## src/rtl/fifo_to_reg_ctrl_pkg.sv

```systemverilog
// Shared definitions for the FIFO-to-register frame loader: FSM encoding,
// default geometry and the byte-counter width helper.
package fifo_to_reg_ctrl_pkg;

    localparam int POS_ARRAY_DEF   = 8;
    localparam int FRAME_BYTES_DEF = 10;
    localparam int BYTE_OUT_DEF    = 8;

    typedef enum logic [2:0] {
        ST_IDLE,
        ST_READ,
        ST_CAPTURE,
        ST_DISCARD,
        ST_DONE
    } state_e;

    // Counter must be able to hold FRAME_BYTES itself (the terminal count).
    function automatic int cnt_width(input int frame_bytes);
        return $clog2(frame_bytes + 1);
    endfunction

endpackage

```

## src/rtl/fifo_to_reg_ctrl_xor_chk.sv

```systemverilog
// Frame checksum accumulator: XORs the captured payload bytes and flags a
// mismatch against the trailer byte. Only built when FRAME_CHKSUM_EN is defined.
module frame_xor_chk
    import fifo_to_reg_ctrl_pkg::*;
#(
    parameter int BYTE_OUT = BYTE_OUT_DEF
) (
    input  logic                clk,
    input  logic                rst,
    input  logic                clr_i,
    input  logic                cap_i,
    input  logic                cmp_i,
    input  logic [BYTE_OUT-1:0] data_i,
    output logic                mismatch_o
);

    logic [BYTE_OUT-1:0] acc_q;
    logic                mis_q;

    always_ff @(posedge clk or posedge rst) begin
        if (rst) begin
            acc_q <= '0;
            mis_q <= 1'b0;
        end else if (clr_i) begin
            acc_q <= '0;
            mis_q <= 1'b0;
        end else begin
            if (cap_i) acc_q <= acc_q ^ data_i;
            if (cmp_i) mis_q <= (data_i != acc_q);
        end
    end

    assign mismatch_o = mis_q;

endmodule

```

## src/rtl/fifo_to_reg_ctrl.sv

```systemverilog
// Reads fixed-length frames from a byte FIFO and strobes the first POS_ARRAY
// bytes into per-position registers. Optional checksum via FRAME_CHKSUM_EN.
module fifo_to_reg_ctrl
    import fifo_to_reg_ctrl_pkg::*;
#(
    parameter int POS_ARRAY   = POS_ARRAY_DEF,
    parameter int FRAME_BYTES = FRAME_BYTES_DEF,
    parameter int BYTE_OUT    = BYTE_OUT_DEF
) (
    input  logic                 clk,
    input  logic                 sys_rst_l,
    input  logic                 fifo_empty,
    output logic                 fifo_rd_en,
    input  logic [BYTE_OUT-1:0]  fifo_dout,
    output logic [BYTE_OUT-1:0]  byte_data,
    output logic [POS_ARRAY-1:0] load_en,
    output logic                 frame_valid,
    input  logic                 frame_ack,
    output logic                 frame_err
);

    localparam int CW = cnt_width(FRAME_BYTES);
    typedef logic [CW-1:0] cnt_t;

    state_e               state_q, state_d;
    cnt_t                 cnt_q, cnt_d;
    logic                 rd_q, rd_d;
    logic [BYTE_OUT-1:0]  byte_q, byte_d;
    logic [POS_ARRAY-1:0] load_q, load_d;
    cnt_t                 cnt_inc;

    assign cnt_inc = cnt_q + cnt_t'(1);

    // READ doubles as the starved-wait state: rd_q low means no read is in
    // flight yet, so keep polling fifo_empty with the position held.
    always_comb begin
        state_d = state_q;
        cnt_d   = cnt_q;
        rd_d    = 1'b0;
        byte_d  = byte_q;
        load_d  = '0;
        case (state_q)
            ST_IDLE: begin
                cnt_d = '0;
                if (!fifo_empty) begin
                    rd_d    = 1'b1;
                    state_d = ST_READ;
                end
            end
            ST_READ: begin
                if (rd_q)
                    state_d = (cnt_q < cnt_t'(POS_ARRAY)) ? ST_CAPTURE : ST_DISCARD;
                else if (!fifo_empty)
                    rd_d = 1'b1;
            end
            ST_CAPTURE, ST_DISCARD: begin
                cnt_d = cnt_inc;
                if (state_q == ST_CAPTURE) begin
                    byte_d = fifo_dout;
                    for (int i = 0; i < POS_ARRAY; i++)
                        load_d[i] = (cnt_q == cnt_t'(i));
                end
                if (cnt_inc == cnt_t'(FRAME_BYTES)) begin
                    state_d = ST_DONE;
                end else begin
                    state_d = ST_READ;
                    rd_d    = !fifo_empty;
                end
            end
            ST_DONE: begin
                if (frame_ack) state_d = ST_IDLE;
            end
            default: state_d = ST_IDLE;
        endcase
    end

    always_ff @(posedge clk or posedge sys_rst_l) begin
        if (sys_rst_l) begin
            state_q <= ST_IDLE;
            cnt_q   <= '0;
            rd_q    <= 1'b0;
            byte_q  <= '0;
            load_q  <= '0;
        end else begin
            state_q <= state_d;
            cnt_q   <= cnt_d;
            rd_q    <= rd_d;
            byte_q  <= byte_d;
            load_q  <= load_d;
        end
    end

    assign fifo_rd_en  = rd_q;
    assign byte_data   = byte_q;
    assign load_en     = load_q;
    assign frame_valid = (state_q == ST_DONE);

`ifdef FRAME_CHKSUM_EN
    logic chk_mismatch;

    // Only the first trailer byte carries the checksum.
    frame_xor_chk #(.BYTE_OUT(BYTE_OUT)) u_chk (
        .clk        (clk),
        .rst        (sys_rst_l),
        .clr_i      (state_q == ST_IDLE),
        .cap_i      (state_q == ST_CAPTURE),
        .cmp_i      ((state_q == ST_DISCARD) && (cnt_q == cnt_t'(POS_ARRAY))),
        .data_i     (fifo_dout),
        .mismatch_o (chk_mismatch)
    );

    assign frame_err = frame_valid & chk_mismatch;
`else
    assign frame_err = 1'b0;
`endif

endmodule

```

## config.mk

```make
export PLATFORM = sky130hd
export DESIGN_NAME = fifo_to_reg_ctrl
export DESIGN_NICKNAME = d
export VERILOG_FILES = /design/src/rtl/fifo_to_reg_ctrl_pkg.sv /design/src/rtl/fifo_to_reg_ctrl_xor_chk.sv /design/src/rtl/fifo_to_reg_ctrl.sv
export SDC_FILE = /design/constraint.sdc
export NUM_CORES = 1
export LEC_CHECK = 0
export CORE_UTILIZATION = 52
export CTS_BUF_LIST = sky130_fd_sc_hd__clkbuf_4 sky130_fd_sc_hd__clkbuf_8
export DETAILED_ROUTE_END_ITERATION = 10
export GPL_ROUTABILITY_DRIVEN = 0
export PLACE_DENSITY = 0.86
export SLEW_MARGIN = 40
export SYNTH_ARGS = -nofsm -noshare
export SYNTH_HDL_FRONTEND = slang
export SYNTH_SLANG_ARGS = --single-unit
```

## constraint.sdc

```tcl
create_clock -name clk -period 2.23 [get_ports clk]
set_input_delay 0.3345 -clock clk [delete_from_list [all_inputs] [get_ports clk]]
set_output_delay 0.3345 -clock clk [all_outputs]
set_load 0.05 [all_outputs]
```

# == Word-level counts from Yosys, hierarchy flattened ==
# Index checks and enable logic that the tools add are counted.
# classes
n_mux,13
n_addsub,1
reduce_logical,7
order_cmp,1
n_eq_ne,15
# op_table
op,count
"4-bit by 3-bit equality test with 1-bit output, second input constant",4
8-bit two-way mux,2
3-bit two-way mux,4
3-bit case mux with 4 select lines,1
"4-bit by 2-bit equality test with 1-bit output, second input constant",2
4-bit case mux with 2 select lines,1
"3-bit by 2-bit equality test with 1-bit output, second input constant",2
"4-bit by 1-bit adder with 4-bit output, second input constant",1
"4-bit by 1-bit equality test with 1-bit output, second input constant",1
"4-bit equality test, second input constant",1
4-bit zero test,1
"4-bit less-than comparator, second input constant",1
1-bit two-way mux,4
"2-bit inequality test, second input constant",2
"3-bit by 1-bit equality test with 1-bit output, second input constant",1
"3-bit equality test, second input constant",1
3-bit zero test,1
1-bit case mux with 3 select lines,1
3-bit AND reduction,1
"2-bit by 1-bit inequality test with 1-bit output, second input constant",1
2-bit AND reduction,1
2-bit nonzero test,1
2-bit OR reduction,1
1-bit zero test,1
# totals
reg_bits,24
out_inout_bits,19
elab_cells,42

# == Longest topological paths before layout ==
# Gate-level depths: netlist of run 1.
# depth
depth_word,4
mapped_depth,5
depth_no_buf,5

# == Worst setup path after synthesis of run 1 ==
# No wires, ideal clock.
# synth_path
path_kind,flip-flop to flip-flop
start,register state_q[2]
end,register state_q[2]
arrival_time_ns,2.231
path_stages_with_launch,5
required_time_ns,2.167
setup_ns,0.063
slack_ns,-0.064
cell_sequence,dfrtp_1 buf_2 nor3b_1 a22oi_1 a21bo_2
# synth_via
elab_chain_cells,3
elab_cells_between_ends,11
# synth_lines
item,line_no,source
from (decl),fifo_to_reg_ctrl.sv:25,"state_e state_q, state_d;"
from (signal assigned),fifo_to_reg_ctrl.sv:85,state_q <= state_d;
3-bit equality test *,-,
net frame_valid,fifo_to_reg_ctrl.sv:17,"output logic frame_valid,"
2-bit by 1-bit inequality test with 1-bit output (no source line),-,
3-bit AND reduction (no source line),-,
# The timed path passes the listed nets; every way through them passes the cells marked *.
# A chain may end at the register's enable or synchronous reset.

# == Worst setup path after layout of run 1 ==
# layout_path
start,"register rd_q, in the netlist fifo_rd_en"
end,output fifo_rd_en
# layout_rtl
item,line_no,source
from (decl),fifo_to_reg_ctrl.sv:27,"logic rd_q, rd_d;"
from (signal assigned),fifo_to_reg_ctrl.sv:87,rd_q <= rd_d;
to (decl),fifo_to_reg_ctrl.sv:13,"output logic fifo_rd_en,"
# No word-level cell between the ends.

==> metrics.md, run 1 <==
| Metric | Value |
|---|---|
| Outcome | finished, final reports clean |
| Clk buf depth | 2 |
| Die H | between 40 and 50 um |
| Post-synthesis cell type count | 32 |
| Clock tree from TritonCTS | yes |
| Fin area | 1460 um^2 |
| Fin crit period | between 1.5 and 2 ns |
| XOR/XNOR share of the synthesized area | 0% |
| Path depth of the worst reg2reg path | 3 |
| Resized cells post-CTS | 0 |
| H-tree levels | 1 |
| Clock Sink Count | 24 |
| Synthesized Nets | between 100 and 150 |
| Placeable Area | between 2000 and 2500 um^2 |
| Maximum vdd drop | between 0.0006 and 0.0007 V |
| Maximum operating frequency | ~540 MHz |
| CP delay by family, top | buffers and inverters |
| Rows | 16 |
| Initial Util | roughly 56% |
| Static Leak | between 0.6 and 0.7 nW |
| DP HPWL | between 1500 and 2000 um |
| Synth top area cells | dfrtp_1, mux2_2, and2_1, ha_1, nor3b_4 |
| CTS Hold Bufs | 0 |
| PortBufs | 29 |
| Yosys Warn Count | 0 |
| Wire length of the first global-routing pass | around 3700 um |
| Synth Area in Simple Gates | 17.8% |
| Worst-path clk slew | ~0.13 ns |
| Final Util | about 73% |
| WP depth | 1 |
| Die Width | a little under 50 um |
| MaxCap Viol Count | 0 |
| DR top layer | met4 |
| Gr usage total | approximately a fifth |
| Setup Skew | approximately 0.011 ns |
| Part of the cycle the worst path needs | 83.0% |
| WL met1 | ~850 um |
| Layout Nets | about 140 |
| Commonest non-fill, non-tap cell in the layout | clkdlybuf4s50_1 |
| Main combinational cell family by area after synthesis | simple AND/OR/NAND/NOR gates |
| Least-Margin Pin Slew | between 0.5 and 0.6 ns |
| #FFs+latches synth | 24 |
| Drt total wl | 2120 um |
| CP max-delay cell | clkdlybuf4s50_1 |
| CTS root buffer | clkbuf_4 |
| Routed len/inst | around 14 um |
| IO Pins | 31 |
| Area Overhead vs Synth | 30.5% |
| Post-CTS setup buffers | 0 |
| Worst setup SP type | register |
| CP max FO | 3 |
| Full die area | 2340 um^2 |
| Synth Area in Adders | around 4.5% |
| Share of the yosys chip area belonging to registers | ~54% |
| Met2 WL | 1100 um |
| DR vias | approximately 780 |
| Slew Viols, Final | 0 |
| Slowest stage delay, CP | between 0.8 and 0.9 ns |
| PwrDens | ~1200 nW/um^2 |
| Worst slew margin | between 60% and 70% |
| Share of the synthesized area in the top cell type | 53.6% |
| Area leader, netlist | dfrtp_1 |
| Drc violations | 0 |
| Initial DRT Pass Iterations | 5 |
| Crit Path Class | reg -> out |
| Layout cells sized above 1 | between 10% and 20% |
| Worst path required time | ~1.9 ns |
| Initial antenna violation count | 0 |
| Routed vias/inst | between 5 and 6 |
| RSZ-0062 raised after global routing | no |
| Clock Latency Late Sink | between 0.3 and 0.4 ns |
| Worst Path Buf+Inv | 1 |
| Clock power frac | 13.0% |
| Worst Setup End Kind | output port |
| Net Sw Frac | 42.2% |
| Mux cell area share after synthesis | between 10 and 15% |
| Most frequent cells in the layout | clkdlybuf4s50_1, dfrtp_1, mux2_2 |
| Mapped Area | 1120 um^2 |
| Switching power | ~700 uW |
| Part of the power in registers | 39.3% |
| Hold Fails Final Rpt | 0 |
| Count of final setup violators | 0 |
| Starting DRT DRC Count | 5 |
| Dpl cell area | 1430 um^2 |
| Int Power | roughly 1000 uW |
| Grt total ovfl | 0 |
| Tot Pwr | ~1.7 mW |
| Vias in the first global route | slightly above 800 |
| Fin Setup TNS | 0 ns |
| Arr. time, crit path | 1.52 ns |
| Complex-gate fraction of the synthesized area | ~8.4% |
| Final ANT Viol Nets | 0 |
| Combinational Power Share | 47.7% |
| Crit-path cells | clkdlybuf4s50_1 |
| Routed met3 length | 111 um |
| Largest net degree at the start of global routing | 25 |
| HP Class | in -> async |
| TritonCTS Buffers | 3 |
| Syn avg cell area | roughly 12 um^2 |
| Mapped Cells | 91 |
| Antenna cells | 0 |
[power groups by stage]
stage               logic [mW]  registers [mW]  clock network, mW
CTS                      0.810           0.665              0.228
finish                   0.806           0.664              0.220
floorplan                0.299           0.936                  0
global route             0.855           0.685              0.246
global placement         0.786           0.664                  0
detailed placement       0.809           0.675                  0
[state kept, by name, indices dropped and copies added (netlist names)]
register	flops
fifo_rd_en	1
load_en	8
state_q	3
cnt_q	4
byte_data	8
[cells by family (layout without fill, tap and decap cells)]
family / Yosys count / in the layout
compound gates: 12 / 12
mux: 11 / 11
buf+inv: 10 / 40
simple gates: 29 / 29
fa+ha+maj: 4 / 4
other cells: 1 / 1
flops: 24 / 24
[metrics by stage]
step | worst slack [ns] | std cells | hold WS [ns]
floorplan | 0.519 | 91 | 0.349
global placement | 0.748 | 144 | 0.489
detailed placement | 0.703 | 144 | 0.496
CTS | 0.366 | 148 | 0.365
global route | 0.324 | 148 | 0.386
finish | 0.378 | 148 | 0.360
[layer usage]
layer | GRT usage [%] | up-vias
met5 | 0 | -
met4 | 10.3 | 0
met3 | 3.46 | 6
met2 | 38.3 | 31
met1 | 23.1 | 366
li1 | - | 372
[cells in the mapped netlist, drive strengths merged]
| cell type | number |
|---|---|
| nor3 | 2 |
| nor3b | 4 |
| inv | 6 |
| a22o | 1 |
| mux2i | 2 |
| a21bo | 2 |
| a22oi | 1 |
| nand3b | 2 |
| nand3 | 1 |
| nand2 | 2 |
| o21ai | 1 |
| a21oi | 2 |
| nor2b | 1 |
| and2 | 8 |
| nor2 | 4 |
| dfrtp | 24 |
| nand2b | 1 |
| and3b | 2 |
| a32oi | 1 |
| o2bb2ai | 2 |
| a21o | 1 |
| nand4 | 1 |
| and3 | 1 |
| o41ai | 1 |
| mux2 | 9 |
| conb | 1 |
| ha | 4 |
| buf | 4 |
[final cells by class]
| type | count | area, um^2 |
|---|---|---|
| well taps | 27 | 33.8 |
| fillers | 152 | 541 |
| multi-input cells | 57 | 473 |
| inverters | 6 | 22.5 |
| clock buffers | 4 | 36.3 |
| repair buffers | 30 | 295 |
| flip-flops and latches | 24 | 601 |
[final timing paths]
kind	endpoint	startpoint	slack, ns
setup / recovery	fifo_rd_en	fifo_rd_en	0.38
hold / removal	byte_data[4]	sys_rst_l	0.36
setup reg to reg	load_en[2]	state_q[2]	0.68
hold reg to reg	byte_data[2]	byte_data[2]	0.52
max in group asynchronous	load_en[5]	sys_rst_l	1.62
min in group clk	byte_data[2]	byte_data[2]	0.52
Note: power is estimated with default switching activity, not from simulation.
==> run 2, diff against run 1 <==
Settings changed: CORE_ASPECT_RATIO set to 0.6, CORE_UTILIZATION 52 to 49, PLACE_DENSITY 0.86 to 0.81.
Clock period 2.23 ns to 1.91 ns, I/O delays scaled along.
==> run 2 against run 1 <==
Total power increased by 19%. Final cell count increased by 0.68%. Count of clock-buffer cells in the layout down 1. Clock skew is 0.010 ns lower. Die area increased by 6.1%. Final area rose by 1.8%. Sequential share of layout area fell by 0.73 points. Clock power is 26% higher. First-iteration DRC count increased to 7.4 times the previous value. Register-to-register slack got worse by 0.31 ns. Sequential power rose by 18%. Non-clock buffer count is 1 higher. Largest cell class unchanged. Highest routed layer unchanged.
==> metrics.md, run 2 (synthesis results as in run 1) <==
| Metric | Value |
|---|---|
| Final Util | 74.5% (+1.5 points) |
| Initial Util | 56.1% (+0.14 points) |
| CTS Hold Bufs | 0 (unchanged) |
| Commonest non-fill, non-tap cell in the layout | clkdlybuf4s50_1 |
| Initial antenna violation count | 0 (unchanged) |
| PwrDens | 1350 nW/um^2 (+17%) |
| H-tree levels | 1 (unchanged) |
| Slew Viols, Final | 0 (unchanged) |
| Routed vias/inst | 5.09 (-2.8%) |
| Arr. time, crit path | 1.45 ns (-0.07 ns) |
| Worst Setup End Kind | output port |
| Placeable Area | 2000 um^2 (-0.25%) |
| CTS root buffer | clkbuf_8 |
| Fin Setup TNS | 0 ns (unchanged) |
| Fin crit period | about 1.7 ns |
| Routed len/inst | 13.5 um (-5.3%) |
| Hold Fails Final Rpt | 0 (unchanged) |
| Vias in the first global route | 771 (-4.5%) |
| Clock Sink Count | 24 (unchanged) |
| CP max FO | 2 (-1) |
| DR vias | 758 (-2.2%) |
| Slowest stage delay, CP | 0.83 ns (+0.02 ns) |
| Fill cells | 137 (-9.9%) |
| Setup Skew | 0.000914 ns (-0.0104 ns) |
| Drt total wl | 2020 um (-4.7%) |
| Seq. cell area | 601 um^2 (unchanged) |
| Worst-path clk slew | 0.07 ns (-0.06 ns) |
| Multi-input logic area | 473 um^2 (unchanged) |
| Starting DRT DRC Count | 37 (+32) |
| PortBufs | 29 (unchanged) |
| IO Pins | 31 (unchanged) |
| Die Width | 63.7 um (+32%) |
| Antenna cells | 0 (unchanged) |
| Grt total ovfl | 0 (unchanged) |
| Worst slew margin | 65.0% (-0.87 points) |
| Maximum vdd drop | 0.000937 V (+40%) |
| Reg2reg setup slack | 0.37 ns (-0.31 ns) |
| Worst setup SP type | register |
| Static Leak | 0.658 nW (+1.3%) |
| Outcome | finished, final reports clean |
| CP max-delay cell | clkdlybuf4s50_1 |
| Least-Margin Pin Slew | 0.523 ns (+0.0130 ns) |
| Clock tree from TritonCTS | yes |
| Drc violations | 0 (unchanged) |
| Maximum operating frequency | between 500 and 600 MHz |
| TritonCTS Buffers | 3 (unchanged) |
| Resized cells post-CTS | 0 (unchanged) |
| Rows | 12 (-4) |
| RSZ-0062 raised after global routing | no |
| Layout cells sized above 1 | 17.4% (unchanged) |
| DP HPWL | 1560 um (-4.6%) |
| Gr usage total | 19.7% (-1.1 points) |
| Crit Path Class | reg -> out |
| Most frequent cells in the layout | clkdlybuf4s50_1, dfrtp_1, mux2_2 |
| Layout Nets | 139 (+0.72%) |
| Final hold slack | 0.374 ns (+0.0146 ns) |
| Clk buf depth | 2 (unchanged) |
| Initial DRT Pass Iterations | 4 (-1) |
| Worst path required time | 1.62 ns (-0.28 ns) |
| MaxCap Viol Count | 0 (unchanged) |
| CP delay by family, top | buffers and inverters |
| Full die area | 2490 um^2 (+6.1%) |
| Count of final setup violators | 0 (unchanged) |
| Worst Path Buf+Inv | 1 (unchanged) |
| Part of the cycle the worst path needs | between 90% and 100% |
| HP Class | in -> async |
| Crit-path cells | clkdlybuf4s50_1 |
| Post-CTS setup buffers | 0 (unchanged) |
| Largest net degree at the start of global routing | 25 (unchanged) |
| Die H | 39.0 um (-19%) |
| Final ANT Viol Nets | 0 (unchanged) |
| Clock Latency Late Sink | 0.26 ns (-0.05 ns) |
| Wire length of the first global-routing pass | 3440 um (-6.0%) |
| Area Overhead vs Synth | 32.8% |
[run 2: report_power, final]
group / switching (mW) / leakage, nW / total [mW] / internal, mW
combinational: 0.564 / 0.326 / 0.944 / 0.380
sequential: 0.138 / 0.311 / 0.783 / 0.645
clock: 0.136 / 0.0216 / 0.277 / 0.140
total: 0.838 / 0.658 / 2.00 / 1.17
[run 2: final timing paths]
path / start / to / cells after the start
max reg2reg: cnt_q[0] / fifo_rd_en / 4
min reg2reg: byte_data[5] / byte_data[5] / 1
max in group asynchronous: sys_rst_l / state_q[0] / 3
min in group clk: byte_data[5] / byte_data[5] / 1
max: byte_data[0] / byte_data[0] / 1
min: sys_rst_l / byte_data[5] / 3
[run 2: final cells by class]
class / count / share of cell area (%)
inverter: 6 / 1.51
timing repair buffer: 31 / 21.2
sequential: 24 / 40.4
clock buffer: 3 / 2.78
tap: 28 / 2.35
multi-input combinational: 57 / 31.8
[run 2: worst register-to-register path: cells and delay by family (launching register included)]
kind	cells	cell delay, ns
and+or+nand+nor	3	0.64
DFF	1	0.47
adders and majority gates	1	0.32
[run 2: through the flow]
step	power (mW)	setup slack (ns)	instances	area (um^2)
6_report	2.00	0.176	149	1490
5_1_grt	2.12	0.119	149	1490
4_1_cts	2.03	0.155	149	1490
3_5_place_dp	1.74	0.383	146	1450
3_3_place_gp	1.71	0.428	146	1450
2_1_floorplan	1.44	0.199	91	1120
[run 2: layer usage]
metal	share of wire (%)	vias up	GRT usage [%]	wire, um
met4	0.55	0	5.11	11
li1	-	370	-	-
met1	48	368	23.6	972
met5	0	-	0	0
met2	48	18	35.4	961
met3	3.5	2	6.18	71
==> RTL change 1 (config.mk and constraints of run 2) <==
Add a define of `FRAME_CHKSUM_EN`.
--- a/src/rtl/fifo_to_reg_ctrl.sv
+++ b/src/rtl/fifo_to_reg_ctrl.sv
@@ -1,5 +1,7 @@
 // Reads fixed-length frames from a byte FIFO and strobes the first POS_ARRAY
 // bytes into per-position registers. Optional checksum via FRAME_CHKSUM_EN.
+`define FRAME_CHKSUM_EN
+
 module fifo_to_reg_ctrl
     import fifo_to_reg_ctrl_pkg::*;
 #(
Check against the original RTL: same outputs for any inputs over 10 cycles, from zero or initial values and one cycle with sys_rst_l high; that may be too few to reach the edited logic, so the function may still have changed.
==> RTL change 1 against run 2 <==
- synthesized cell count grew 59%
- sequential cell count increased by 9
- final area increased by 38%
- die area grew 42%
- total power up 50%
- routed wire length is 78% higher
- via count rose by 60%
- synthesized area grew 44%
- worst setup slack worse by 0.082 ns
- critical path type unchanged
- critical endpoint is now frame_err
- largest cell class unchanged
- largest power group unchanged
==> RTL change 1: results (changes against run 2) <==
- The flow ran to the end, and the final reports show no timing, DRC or antenna violations.
- The worst vdd rail ir drop is 925 µV (-1.3%).
- The total routed wirelength is 3.58 mm (+78%).
- The total routed wire length on the met1 layer is 1.60 mm (+64%).
- By area the synthesized netlist is led by dfrtp_1 51%, nand2b_1 6.6%, mux2_2 5.6%.
- The leakage power figure is 0.897 nW (+36%).
- The met2 wire length was 1.73 mm (+80%).
- The final net count is 194 (+40%).
- The worst setup slack before clock tree synthesis came to 0.210 ns (-0.173 ns).
- The library cell contributing the largest single delay on the critical path is dfrtp_1.
- The post-synthesis async set-or-reset flop share is 1.00 (unchanged).
- The CTS buffer count is 5 (+2).
- The count of routing violations after the opening detailed-route iteration is 36 (-2.7%).
- The commonest cells after synthesis are 33 x dfrtp_1, 17 x nand2b_1, 9 x a22o_1, 9 x and2_1, 9 x o21ai_0.
- The maximum number of pins on one net before global-route repair is 34 (+36%).
- The detailed placement HPWL came to 2.56 mm (+64%).
- The biggest cell delay along the critical path was 0.55 ns (-0.28 ns).
- The via count of the first global-routing pass is 1205 (+56%).
- The sequential fraction of the synthesis area was 0.512 (-0.0247).
- The number of H-tree levels is 2 (+1).
- The first-pass GRT wire length is 5.77 mm (+68%).
- The worst slew margin relative to its limit is 0.619 (-0.0306).
- The number of setup buffers added after CTS is 0 (unchanged).
- The final clock skew came to 0.00816 ns (+0.00725 ns).
- The arrival time at the worst endpoint is 1.53 ns (+0.08 ns).
- The met3 wire length is 192 µm (+170%).
- The multiplexer area fraction after synthesis was 0.0620 (-0.0464).
- The gate family responsible for the most delay along the worst path is simple AND/OR/NAND/NOR gates.
- The ratio of routed vias to standard cells is 5.51 (+8.4%).
- The total nets after synthesis came to 162 (+51%).
- The post-synthesis adder-cell area fraction is 0.0388 (-0.00593).
- The fraction of final layout cells sized beyond drive strength 1 is 0.152 (-0.0219).
- The combined global-route utilization of all metal layers is 0.226 (+0.0292).
- The clock latency on the worst-skew pair was 0.29 ns (+0.03 ns).
- The post-synthesis compound-gate area fraction is 0.126 (+0.0418).
- The maximum fanout along the worst path is 10 (+8).
- The count of unique library cells instantiated by Yosys is 34 (+6.3%).
## RTL change 1: layer usage
| metal | track usage | vias to the layer above |
|---|---|---|
| li1 | - | 569 |
| met1 | 0.260 | 592 |
| met2 | 0.409 | 45 |
| met3 | 0.0614 | 7 |
| met4 | 0.119 | 0 |
| met5 | 0 | - |
## RTL change 1: cells by family after synthesis
logic type                 Yosys count
and+or+nand+nor                     58
DFF                                 33
AOI/OAI and AO/OA                   28
adders and majority gates            5
muxes                                9
buffers and inverters               12
## RTL change 1: worst paths after layout
kind | from | end | slack [ns] | depth (start not counted)
max reg2reg | state_q[0]$_DFFE_PP0P_ | u_chk.acc_q[6]$_DFFE_PP0P_ | 0.20 | 3
min | sys_rst_l | load_en[0]$_DFF_PP0_ | 0.38 | 3
max | state_q[0]$_DFFE_PP0P_ | frame_err | 0.09 | 3
min reg2reg | byte_data[0]$_DFFE_PP0P_ | byte_data[0]$_DFFE_PP0P_ | 0.51 | 1
min in group clk | byte_data[0]$_DFFE_PP0P_ | byte_data[0]$_DFFE_PP0P_ | 0.51 | 1
max in group asynchronous | sys_rst_l | state_q[2]$_DFFE_PP0P_ | 1.22 | 3
## RTL change 1: stage by stage
stage | instance area [µm²] | utilization | instances
final | 2050 | 0.681 | 220
after global placement | 1960 | 0.653 | 212
after floorplan | 1630 | - | 145
after CTS | 2050 | 0.681 | 220
after global routing | 2050 | 0.681 | 220
after detailed placement | 1960 | 0.653 | 212
## RTL change 1: worst min-delay path, stage by stage
cell and delay, ns:
clkdlybuf4s50_1 0.40, inv_1 0.05, buf_4 0.36
## RTL change 1: final cells by class
class / count / area (µm²)
Clock inverter: 2 / 10.0
Multi-Input combinational cell: 100 / 727
Fill cell: 226 / 957
Inverter: 5 / 18.8
Timing Repair Buffer: 32 / 335
Sequential cell: 33 / 826
Clock buffer: 6 / 76.3
Tap cell: 42 / 52.6
## RTL change 1: power by group
part | switching, mW | internal [mW] | total [mW]
sequential | 0.240 | 0.921 | 1.16
combinational | 0.786 | 0.527 | 1.31
clock | 0.257 | 0.266 | 0.524
total | 1.28 | 1.72 | 3.00
==> RTL change 2 (config.mk and constraints of run 2) <==
Without the edit above. Take the reset off `byte_q` and load it in a clocked block of its own.
--- a/src/rtl/fifo_to_reg_ctrl.sv
+++ b/src/rtl/fifo_to_reg_ctrl.sv
@@ -79,15 +79,17 @@
             state_q <= ST_IDLE;
             cnt_q   <= '0;
             rd_q    <= 1'b0;
-            byte_q  <= '0;
             load_q  <= '0;
         end else begin
             state_q <= state_d;
             cnt_q   <= cnt_d;
             rd_q    <= rd_d;
-            byte_q  <= byte_d;
             load_q  <= load_d;
         end
+    end
+
+    always_ff @(posedge clk) begin
+        byte_q <= byte_d;
     end
 
     assign fifo_rd_en  = rd_q;
Check against the original RTL: differs if sys_rst_l is asserted again (counterexample within 4 cycles, from zero or initial values and one cycle with sys_rst_l high); with sys_rst_l held inactive, the same outputs for 10 cycles.
==> RTL change 2 against run 2 <==
- routed wire length shrank 5.9%
- synthesized area shrank 10%
- total power shrank 27%
- final area shrank 9.3%
- non-clock buffer count shrank 1
- first-iteration DRC count shrank 46%
- worst setup slack lost 0.062 ns
- highest routed layer unchanged
- sequential power shrank 7.8%
- sequential cell count is the same
==> RTL change 2: results (changes against run 2) <==
- The final clock skew is 0.00347 ns (+0.00256 ns).
- The total of warnings raised by yosys was 0 (unchanged).
- The maximum number of pins on one net before global-route repair came to 17 (-32%).
- The xor/xnor cell area share of the yosys netlist is 0.00873 (+0.00873).
- The biggest cell delay along the critical path was 0.81 ns (-0.02 ns).
- The multiplexer area fraction after synthesis is 0.0212 (-0.0872).
- The leakage power figure is 0.596 nW (-9.5%).
- The combined global-route utilization of all metal layers is 0.209 (+0.0115).
- The period utilization is 0.940 (+0.0324).
- The number of antenna violations at the first check in global routing is 0 (unchanged).
- The final net count is 124 (-11%).
- The ratio of routed vias to standard cells was 5.12 (+0.61%).
- The worst register-to-register path begins at cnt_q[0]$_DFFE_PP0P_.
- The reg2reg setup slack is 0.47 ns (+0.10 ns).
- The detailed placement HPWL is 1.45 mm (-7.3%).
- The via count of the first global-routing pass is 674 (-13%).
- The per-instance average area after synthesis is 13.4 µm² (+8.7%).
- The arrival time at the worst endpoint is 1.51 ns (+0.06 ns).
- The number of setup buffers added after CTS is 0 (unchanged).
- The fraction of final layout cells sized beyond drive strength 1 was 0.0841 (-0.0894).
- The number of H-tree levels was 1 (unchanged).
- The CTS buffer count is 3 (unchanged).
- The count of cells resized by post-cts repair is 0 (unchanged).
- The count of routing violations after the opening detailed-route iteration came to 20 (-46%).
- In this run the clock root is driven by a clkbuf_4.
- The clock latency on the worst-skew pair is 0.31 ns (+0.05 ns).
- The sequential fraction of the synthesis area is 0.638 (+0.102).
- The endpoint class of the critical path is an output port.
- By area the synthesized netlist is led by dfrtp_1 40%, edfxtp_1 24%, and2_1 5.6%.
- The total of buffers placed on input and output ports is 29 (unchanged).
- By count the netlist is led by 16 x dfrtp_1, 9 x and2_1, 8 x edfxtp_1, 6 x inv_1.
- The total nets after synthesis is 91 (-15%).
- The worst vdd rail ir drop was 824 µV (-12%).
- The slowest stage of the critical path is the clkdlybuf4s50_1 cell.
- The number of search-and-repair iterations in the first detailed-routing pass is 4 (unchanged).
- The actual slew at the worst max-slew pin is 0.589 ns (+0.0658 ns).
- The count of unique library cells instantiated by Yosys is 31 (-3.1%).
- The post-synthesis compound-gate area fraction is 0.0810 (-0.00275).
- The first-pass GRT wire length is 3.08 mm (-10%).
- The clock transition at the registers of the reported paths is 0.12 ns (+0.05 ns).
- The min-delay analysis places its worst path in the category in2async.
- The post-synthesis adder-cell area fraction is 0.0499 (+0.00518).
- The post-synthesis async set-or-reset flop share is 0.667 (-0.333).
- The maximum fanout along the worst path is 3 (+1).
- The number of cells after detailed placement is 131 (-10%).
- The number of enable-type register cells in the synthesized netlist is 8 (+8).
- The total routed wirelength is 1.90 mm (-5.9%).
- The post-place instance area is 1320 µm² (-8.8%).
- The worst hold slack after final layout was 0.331 ns (-0.0428 ns).
- The maximum root-to-sink buffer count is 2 (unchanged).
- The average wire per standard cell is 14.1 µm (+3.9%).
- The flow ran to the end, and the final reports show no timing, DRC or antenna violations.
-- RTL change 2: power breakdown --
group / internal, mW / leakage [nW] / switching (mW)
registers: 0.618 / 0.288 / 0.103
logic: 0.198 / 0.290 / 0.301
clock network: 0.0957 / 0.0184 / 0.138
total: 0.913 / 0.596 / 0.542
-- RTL change 2: cell families after synthesis --
logic type               after synthesis
other                                  1
AND/OR/NAND/NOR                       25
flip-flops                            24
adder cells (fa/ha/maj)                4
AO/OA/AOI/OAI                         10
multiplexers                           2
buffers and inverters                  8
XOR/XNOR                               1
-- RTL change 2: metal layers --
metal / share of wire / vias up / routed length [µm] / global-route usage
met3: 0.057 / 2 / 109 / 0.0993
met1: 0.43 / 337 / 807 / 0.243
met5: 0 / - / 0 / 0
li1: - / 321 / - / -
met2: 0.51 / 31 / 959 / 0.346
met4: 0.011 / 0 / 20 / 0.0568
-- RTL change 2: worst max-delay path by stage --
stage                     depth (start not counted)                endpoint                    from
final                                             1              fifo_rd_en    fifo_rd_en$_DFF_PP0_
after global routing                              1              fifo_rd_en    fifo_rd_en$_DFF_PP0_
after CTS                                         1              fifo_rd_en    fifo_rd_en$_DFF_PP0_
after detailed placement                          1              fifo_rd_en    fifo_rd_en$_DFF_PP0_
after global placement                            1              fifo_rd_en    fifo_rd_en$_DFF_PP0_
after floorplan                                   2  byte_data[0]$_DFFE_PP_  state_q[2]$_DFFE_PP0P_
-- RTL change 2: final cells by class --
cell class	instances	area (µm²)
fill	147	543
timing repair buffer	30	295
sequential	24	641
multi-input combinational	43	325
tap	28	35.0
inverter	6	22.5
clock buffer	4	30.0
